**src/rtl/bp_common_cfg_loader_pkg.sv**
```systemverilog
// Shared types for the config-ROM loader: FSM states, entry layout and terminator.
// Build option: BP_CFG_LOADER_READBACK_EN adds the read-back states.
`define BP_CFG_ENTRY_S(aw, dw) \
  typedef struct packed { \
    logic [(aw)-1:0] addr; \
    logic [(dw)-1:0] data; \
  } bp_cfg_entry_s;

package bp_common_cfg_loader_pkg;

  typedef enum logic [2:0] {
    e_idle,
    e_fetch,
    e_latch,
    e_send,
`ifdef BP_CFG_LOADER_READBACK_EN
    e_rd,
    e_rd_wait,
`endif
    e_next,
    e_done
  } bp_cfg_loader_state_e;

  // An all-ones address ends the ROM early; sliced to the config address width.
  localparam logic [63:0] cfg_term_addr_gp = '1;

endpackage

```
**src/rtl/bp_cfg_loader_counter.sv**
```systemverilog
// Saturating index counter with synchronous clear/step and a last-value flag.
module bp_cfg_loader_counter #(
  parameter int width_p = 4,
  parameter int max_p   = 15
) (
  input  logic               clk_i,
  input  logic               reset_n_i,
  input  logic               clear_i,
  input  logic               step_i,
  output logic [width_p-1:0] count_o,
  output logic               last_o
);
  localparam logic [width_p-1:0] lp_max = width_p'(max_p);

  logic [width_p-1:0] r_count;

  // Never steps past max_p, so the caller's last-index compare is the only exit.
  always_ff @(posedge clk_i or negedge reset_n_i) begin
    if (!reset_n_i) begin
      r_count <= '0;
    end else if (clear_i) begin
      r_count <= '0;
    end else if (step_i && !last_o) begin
      r_count <= r_count + 1'b1;
    end
  end

  assign count_o = r_count;
  assign last_o  = (r_count == lp_max);

endmodule

```
**src/rtl/bp_cfg_loader.sv**
```systemverilog
// Walks the config ROM and broadcasts each (addr, data) entry to every core.
// Build option: BP_CFG_LOADER_READBACK_EN reads each register back and flags mismatches.
module bp_cfg_loader
  import bp_common_cfg_loader_pkg::*;
#(
  parameter int num_core_p       = 2,
  parameter int cfg_core_width_p = 8,
  parameter int cfg_addr_width_p = 16,
  parameter int cfg_data_width_p = 32,
  parameter int num_entries_p    = 16,
  localparam int lg_entries_lp   = (num_entries_p > 1) ? $clog2(num_entries_p) : 1
) (
  input  logic                                     clk_i,
  input  logic                                     reset_n_i,
  input  logic                                     start_i,
  output logic [lg_entries_lp-1:0]                 rom_addr_o,
  input  logic [cfg_addr_width_p+cfg_data_width_p-1:0] rom_data_i,
  output logic                                     cfg_v_o,
  output logic                                     cfg_w_o,
  output logic [cfg_core_width_p-1:0]              cfg_core_o,
  output logic [cfg_addr_width_p-1:0]              cfg_addr_o,
  output logic [cfg_data_width_p-1:0]              cfg_data_o,
  input  logic                                     cfg_ready_i,
  input  logic                                     cfg_resp_v_i,
  input  logic [cfg_data_width_p-1:0]              cfg_resp_data_i,
  output logic                                     busy_o,
  output logic                                     done_o,
  output logic                                     error_o
);
  `BP_CFG_ENTRY_S(cfg_addr_width_p, cfg_data_width_p)

  localparam logic [cfg_addr_width_p-1:0] lp_term_addr = cfg_term_addr_gp[cfg_addr_width_p-1:0];

  bp_cfg_loader_state_e          r_state;
  logic [cfg_addr_width_p-1:0]   r_addr;
  logic [cfg_data_width_p-1:0]   r_data;
  logic [cfg_data_width_p-1:0]   r_cfg_data;
  logic                          r_cfg_v, r_cfg_w, r_busy, r_done;
  bp_cfg_entry_s                 w_rom_entry;
  logic [lg_entries_lp-1:0]      w_entry;
  logic [cfg_core_width_p-1:0]   w_core;
  logic                          w_entry_last, w_core_last, w_start, w_in_next;

  assign w_rom_entry = rom_data_i;
  assign w_start     = (r_state == e_idle) && start_i;
  assign w_in_next   = (r_state == e_next);

  bp_cfg_loader_counter #(.width_p(lg_entries_lp), .max_p(num_entries_p-1)) u_entry_cnt (
    .clk_i     (clk_i),
    .reset_n_i (reset_n_i),
    .clear_i   (w_start),
    .step_i    (w_in_next && w_core_last),
    .count_o   (w_entry),
    .last_o    (w_entry_last)
  );

  bp_cfg_loader_counter #(.width_p(cfg_core_width_p), .max_p(num_core_p-1)) u_core_cnt (
    .clk_i     (clk_i),
    .reset_n_i (reset_n_i),
    .clear_i   (w_start || (w_in_next && w_core_last)),
    .step_i    (w_in_next),
    .count_o   (w_core),
    .last_o    (w_core_last)
  );

`ifdef BP_CFG_LOADER_READBACK_EN
  logic r_error;
  assign error_o = r_error;
`else
  logic w_unused;
  assign w_unused = ^{cfg_resp_v_i, cfg_resp_data_i};
  assign error_o  = 1'b0;
`endif

  always_ff @(posedge clk_i or negedge reset_n_i) begin
    if (!reset_n_i) begin
      r_state    <= e_idle;
      r_addr     <= '0;
      r_data     <= '0;
      r_cfg_data <= '0;
      r_cfg_v    <= 1'b0;
      r_cfg_w    <= 1'b0;
      r_busy     <= 1'b0;
      r_done     <= 1'b0;
`ifdef BP_CFG_LOADER_READBACK_EN
      r_error    <= 1'b0;
`endif
    end else begin
      case (r_state)
        e_idle: if (start_i) begin
          r_done  <= 1'b0;
          r_busy  <= 1'b1;
`ifdef BP_CFG_LOADER_READBACK_EN
          r_error <= 1'b0;
`endif
          r_state <= e_fetch;
        end
        e_fetch: r_state <= e_latch;
        e_latch: begin
          r_addr <= w_rom_entry.addr;
          r_data <= w_rom_entry.data;
          if (w_rom_entry.addr == lp_term_addr) begin
            r_done  <= 1'b1;
            r_busy  <= 1'b0;
            r_state <= e_done;
          end else begin
            r_cfg_v    <= 1'b1;
            r_cfg_w    <= 1'b1;
            r_cfg_data <= w_rom_entry.data;
            r_state    <= e_send;
          end
        end
        e_send: if (cfg_ready_i) begin
          r_cfg_w    <= 1'b0;
          r_cfg_data <= '0;
`ifdef BP_CFG_LOADER_READBACK_EN
          r_state    <= e_rd;
`else
          r_cfg_v    <= 1'b0;
          r_state    <= e_next;
`endif
        end
`ifdef BP_CFG_LOADER_READBACK_EN
        e_rd: if (cfg_ready_i) begin
          r_cfg_v <= 1'b0;
          r_state <= e_rd_wait;
        end
        e_rd_wait: if (cfg_resp_v_i) begin
          if (cfg_resp_data_i != r_data) r_error <= 1'b1;
          r_state <= e_next;
        end
`endif
        e_next: begin
          if (!w_core_last) begin
            r_cfg_v    <= 1'b1;
            r_cfg_w    <= 1'b1;
            r_cfg_data <= r_data;
            r_state    <= e_send;
          end else if (w_entry_last) begin
            r_done  <= 1'b1;
            r_busy  <= 1'b0;
            r_state <= e_done;
          end else begin
            r_state <= e_fetch;
          end
        end
        e_done: r_state <= e_idle;
        default: r_state <= e_idle;
      endcase
    end
  end

  assign rom_addr_o = w_entry;
  assign cfg_v_o    = r_cfg_v;
  assign cfg_w_o    = r_cfg_w;
  assign cfg_core_o = w_core;
  assign cfg_addr_o = r_addr;
  assign cfg_data_o = r_cfg_data;
  assign busy_o     = r_busy;
  assign done_o     = r_done;

endmodule
```
**config.mk**
```make
export PLATFORM = sky130hd
export DESIGN_NAME = bp_cfg_loader
export DESIGN_NICKNAME = d
export VERILOG_FILES = /design/src/rtl/bp_common_cfg_loader_pkg.sv /design/src/rtl/bp_cfg_loader_counter.sv /design/src/rtl/bp_cfg_loader.sv
export SDC_FILE = /design/constraint.sdc
export NUM_CORES = 1
export LEC_CHECK = 0
export CELL_PAD_IN_SITES_DETAIL_PLACEMENT = 0
export CELL_PAD_IN_SITES_GLOBAL_PLACEMENT = 1
export CORE_MARGIN = 2
export CORE_UTILIZATION = 40
export CTS_BUF_LIST = sky130_fd_sc_hd__clkbuf_8
export CTS_CLUSTER_SIZE = 30
export DETAILED_ROUTE_END_ITERATION = 6
export GPL_TIMING_DRIVEN = 0
export PLACE_DENSITY_LB_ADDON = 0.15
export SYNTH_ARGS = -nofsm -noshare
export SYNTH_HDL_FRONTEND = slang
export SYNTH_SLANG_ARGS = --single-unit
```
**constraint.sdc**
```tcl
create_clock -name clk_i -period 3.4 [get_ports clk_i]
set_input_delay 0.34 -clock clk_i [delete_from_list [all_inputs] [get_ports clk_i]]
set_output_delay 0.34 -clock clk_i [all_outputs]
set_load 0.05 [all_outputs]
```
[Word-level counts from Yosys, hierarchy flattened]
Cells that the tools add are included.
Operators by class
  $add $sub $neg: 2
  equal/unequal tests: 14
  multiplexer cells: 28
  reduce and logical (&&, ||, !) cells: 15
Operators with widths (count)
  32-bit two-way mux: 3
  32-bit case mux with 3 select lines: 1
  16-bit equality test, second input constant: 1
  8-bit two-way mux: 2
  3-bit two-way mux: 5
  3-bit case mux with 5 select lines: 1
  2-bit inequality test, second input constant: 7
  1-bit two-way mux: 11
  1-bit case mux with 3 select lines: 3
  8-bit by 1-bit adder with 8-bit output, second input constant: 1
  8-bit by 1-bit equality test with 1-bit output, second input constant: 1
  4-bit two-way mux: 2
  3-bit by 2-bit equality test with 1-bit output, second input constant: 2
  3-bit nonzero test: 2
  5-bit AND reduction: 1
  4-bit by 1-bit adder with 4-bit output, second input constant: 1
  4-bit equality test, second input constant: 1
  1-bit logical AND: 4
  4-bit AND reduction: 1
  2-bit nonzero test: 2
  3-bit by 1-bit equality test with 1-bit output, second input constant: 1
  3-bit equality test, second input constant: 1
  3-bit zero test: 1
  1-bit zero test: 2
  other kinds (2): 2
Storage, ports and cells
  bits of input ports: 85
  bits in registers: 98

[Longest topological paths before layout]
  depth after elaboration: 5
  depth in mapped cells: 7

[Modules after synthesis]
A second synthesis with hierarchy kept.
Second synthesis, totals
  cell total of the unflattened synthesis: 330
  area, all modules: 4784.6 um^2
Modules (own cells, without submodules)
  bp_cfg_loader: times used 1, area each 4115.2 um^2, cells each 265
  bp_cfg_loader_counter at u_core_cnt: times used 1, area each 440.4 um^2, cells each 45
  bp_cfg_loader_counter at u_entry_cnt: times used 1, area each 229.0 um^2, cells each 20

[Worst setup path before layout]
No wires, ideal clock.
  path type: reg-to-reg
  start point: register u_core_cnt.r_count[0] (netlist: u_core_cnt.count_o[0])
  end point: register r_cfg_data[0] (netlist: cfg_data_o[0])
  data required time: 3275 ps
  data arrival time: 2067 ps
  stages on the path, launching flop included: 7
  period minus slack after synthesis: 2192 ps
  path slack: 1208 ps
  cells stage by stage: dfrtp_1 ha_1 nor4b_4 a21boi_1 o22a_4 buf_6 mux2_4
Between the ends
  longest elaborated chain between the ends: 3
Ends and longest elaborated chain
  start, declared: line bp_cfg_loader_counter.sv:15  | logic [width_p-1:0] r_count;
  start signal, assigned: line bp_cfg_loader_counter.sv:24  | r_count <= r_count + 1'b1;
  8-bit by 1-bit equality test with 1-bit output: line bp_cfg_loader_counter.sv:29  | assign last_o = (r_count == lp_max);
  2-bit inequality test (no line)
  4-bit AND reduction (no line)
  end signal, assigned: line bp_cfg_loader.sv:109  | r_cfg_data <= w_rom_entry.data;
  end signal, assigned: line bp_cfg_loader.sv:137  | r_cfg_data <= r_data;
  end, declared: line bp_cfg_loader.sv:37  | logic [cfg_data_width_p-1:0] r_cfg_data;
No other way between the ends.
A chain may end at the register's enable or synchronous reset.

[Worst setup path in the final report]
  start point: register r_state[2]
  end point: register r_cfg_data[15] (netlist: cfg_data_o[15])
Between the ends
  longest elaborated chain between the ends: 3
  elaborated cells on any way between the ends: 9
  those cells by class: eq/ne (6); mux (1); reduce/logical (2)
Ends and longest elaborated chain
  start, declared: line bp_cfg_loader.sv:34  | bp_cfg_loader_state_e r_state;
  start signal, assigned: line bp_cfg_loader.sv:77  | r_state <= e_idle;
  start signal, assigned: line bp_cfg_loader.sv:96  | r_state <= e_fetch;
  start signal, assigned: line bp_cfg_loader.sv:98  | e_fetch: r_state <= e_latch;
  3-bit equality test / 3-bit by 2-bit equality test with 1-bit output (equally long branches): line bp_cfg_loader.sv:89  | case (r_state)
  2-bit inequality test (no line) / 3-bit nonzero test (equally long branches)
  4-bit AND reduction (no line)
Several ways; a longest one is shown, not always the timed one.

==> impl_metrics.yaml <==
setup_path:
  crit_top_cell: "buf_6"
  critPathMaxStageDelay_ns: 0.42
  crit_type: "reg -> reg"
  reg2reg_from: "r_state[2]"
  critical_path.top_delay_family: "simple AND/OR/NAND/NOR gates"
  arrival_ns: 2.39
  crit_path_cell_trace: "buf_6 -> nor2b_1 -> nand2_1 -> o22a_4 -> buf_6 -> mux2_4"
  cp_max_fo: 10
  cp.required_ns: 3.65
  cp-start-kind: "flop"
  critPathBufInv: 2
  worstSetupEndpointType: "flop"
  startpoint: "r_state[2]"
  cp_slowest_cell: "dfrtp_1"
grt:
  grt_max_degree: 59
  grt_pass1_wl_um: 15900
  grt_pass1_vias: 3114
  grt_use_total_pct: 17.3
  antenna_found_initial: 0
  overflow: 0
yosys:
  async_reset_ff_share_pct: 100
  syn_avg_cell_area_um2: 13.7
  synth.distinct_cells: 42
  yosysTopAreaCell: "dfrtp_1"
  netlist_area_um2: 4460
  netlist_instances: 325
  synth_edf_count: 0
  seq_area_frac_synth_pct: 54.9
  synth_fp_nets: 413
  synth_top_area_share_pct: 54.9
  synth_seq_cells: 98
  yosys-top-cells-area: "dfrtp_1 (55%), mux2_2 (13%), mux2_4 (10%)"
  synth-main-ff-cell: "dfrtp_1"
  yosys_warnings: 0
drt:
  wirelength_um: 9780
  viasPerCell: 5.10
  ant_nets: 0
  vias: 3051
  first_iter_violations: 90
  drt-pass1-iter-count: 4
  drc: 0
  drt-wirelength-per-cell_um: 16.3
clock_tree:
  cts_tree: "built"
  clock_latency_ns: 0.37
  clk_pin_slew_ns: 0.09
  clockBufferDepth: 2
  clock_sinks: 98
  cts_buffers: 9
  htree_levels: 3
  cts-root-buf: "clkbuf_8"
  post_cts.repair.setup_buffers: 0
power_and_ir_drop:
  cellPowerDensity_nw_per_um2: 1120
  ir_drop_mv: 0.488
  p_leak_nw: 2.63
cells_and_area:
  final_cell_count_no_fill: 598
  nets: 541
  fin_area_um2: 6020
  drive_gt1_share_pct: 24.9
  area_growth_pct: 34.8
  n_antenna_cell: 0
worst_hold_path:
  worstHoldStart: "done_o"
  hold_class: "reg -> reg"
floorplanning:
  fp.coreArea_um2: 10900
  start_util_pct: 41.0
  ios: 150
  die_area_um2: 12000
  die_h_um: 110
  die_width_um: 110
  rows: 38
run_status:
  status: "finished clean"
timing:
  skew_ns: 0.00698
  finalSetupViolCount: 0
  timing.hold.ws_ns: 0.496
  finalHoldViolations: 0
  max_freq_mhz: 468
  fin_crit_sh_pct: 62.9
  relSlewSlack_pct: 52.0
  period_needed_ns: 2.14
  worst_pin_slew_ns: 0.702
  drv_slew: 0
  rsz0062_at_grt: "no"
flow_run:
  maxCapViolations: 0
placed_design:
  placed_area_um2: 5820
  place_inst: 581
  port_buffers: 115
  dpl.hpwl_um: 6950
  gp_congestion: 0.805
Yosys cell counts (all sizes together) (2+ instances only):
| library cell | n |
|---|---|
| nor3 | 2 |
| a21o | 2 |
| or3 | 3 |
| a22oi | 2 |
| nand4 | 8 |
| nor2b | 4 |
| nor3b | 2 |
| nand3 | 4 |
| mux2 | 80 |
| or4 | 2 |
| a21oi | 9 |
| dfrtp | 98 |
| o21ai | 8 |
| xor2 | 5 |
| nand2 | 9 |
| nor4b | 2 |
| buf | 13 |
| and2 | 2 |
| clkbuf | 6 |
| ha | 3 |
| inv | 4 |
| nor2 | 12 |
| a22o | 32 |
kinds of logic after synthesis:
kind of cell             Yosys count  share of synthesized area [%]
XOR/XNOR                           6                           1.18
adder cells (fa/ha/maj)            3                          0.841
flip-flops                        98                           54.9
AND/OR/NAND/NOR                   55                           7.12
AO/OA/AOI/OAI                     58                           9.98
multiplexers                      81                           22.9
other                              1                         0.0840
buffers and inverters             23                           2.94
through the flow:
stage | TNS [ns] | utilization, % | setup slack (ns) | power (W)
after floorplan | 0 | - | 1.21 | 0.00493
after global placement | -176.63 | 53.2 | -1.81 | 0.00602
final | 0 | 55.3 | 1.26 | 0.00676
after detailed placement | 0 | 53.4 | 0.974 | 0.00607
after global routing | 0 | 55.3 | 1.08 | 0.00716
after CTS | 0 | 55.3 | 1.27 | 0.00685
flip-flops by register name (all words and copies together), names as in the netlist:
name and flops:
cfg_data_o 32, busy_o 1, r_state 3, cfg_addr_o 16, done_o 1, u_entry_cnt.count_o 4, r_data 32, cfg_w_o 1
u_core_cnt.count_o 8
cell type report:
type | instances | area, µm²
Buffer | 19 | 116
Clock buffer | 9 | 124
Clock inverter | 7 | 70.1
Fill cell | 970 | 4870
Inverter | 4 | 15.0
Multi-Input combinational cell | 204 | 1880
Sequential cell | 98 | 2450
Tap cell | 140 | 175
Timing Repair Buffer | 117 | 1190
timing repair:
item / in CTS / in global routing
hold buffers: 1 / 0
hold endpoints to repair: 40 / 0
gates resized for setup: 0 / 0
report_power, final:
group | total [W] | switching, W | internal, W
Combinational | 0.00398 | 0.00219 | 0.00180
Clock | 0.000752 | 0.000414 | 0.000339
Sequential | 0.00203 | 0.000303 | 0.00172
Total | 0.00676 | 0.00290 | 0.00386
worst paths after layout:
kind | end | slack, ns | cells after the start
max in group asynchronous | r_data[31] | 2.20 | 3
max reg2reg | cfg_data_o[15] | 1.26 | 6
min reg2reg | done_o | 0.50 | 1
min | done_o | 0.50 | 1
max | cfg_data_o[15] | 1.26 | 6
min in group asynchronous | cfg_addr_o[3] | 0.52 | 2
cells in the final DEF (no fill, tap or decap), drive strengths merged, types with 2 or more instances in the layout:
cell	synthesis	layout
a21o	2	2
a21oi	9	9
a22o	32	32
a22oi	2	2
and2	2	2
buf	13	15
clkbuf	6	15
clkdlybuf4s50	0	114
clkinvlp	0	3
dfrtp	98	98
ha	3	3
inv	4	6
mux2	80	80
nand2	9	9
nand3	4	4
nand4	8	8
nor2	12	12
nor2b	4	4
nor3	2	2
nor3b	2	2
nor4b	2	2
o21ai	8	8
or3	3	3
or4	2	2
xor2	5	5
layer usage:
layer / track usage, % / routed length [µm]
met1: 23.3 / 4430
met4: 7.87 / 221
met2: 26.4 / 4640
met3: 4.03 / 481
met5: 0 / 0
Power figures use the tool's default switching activity.
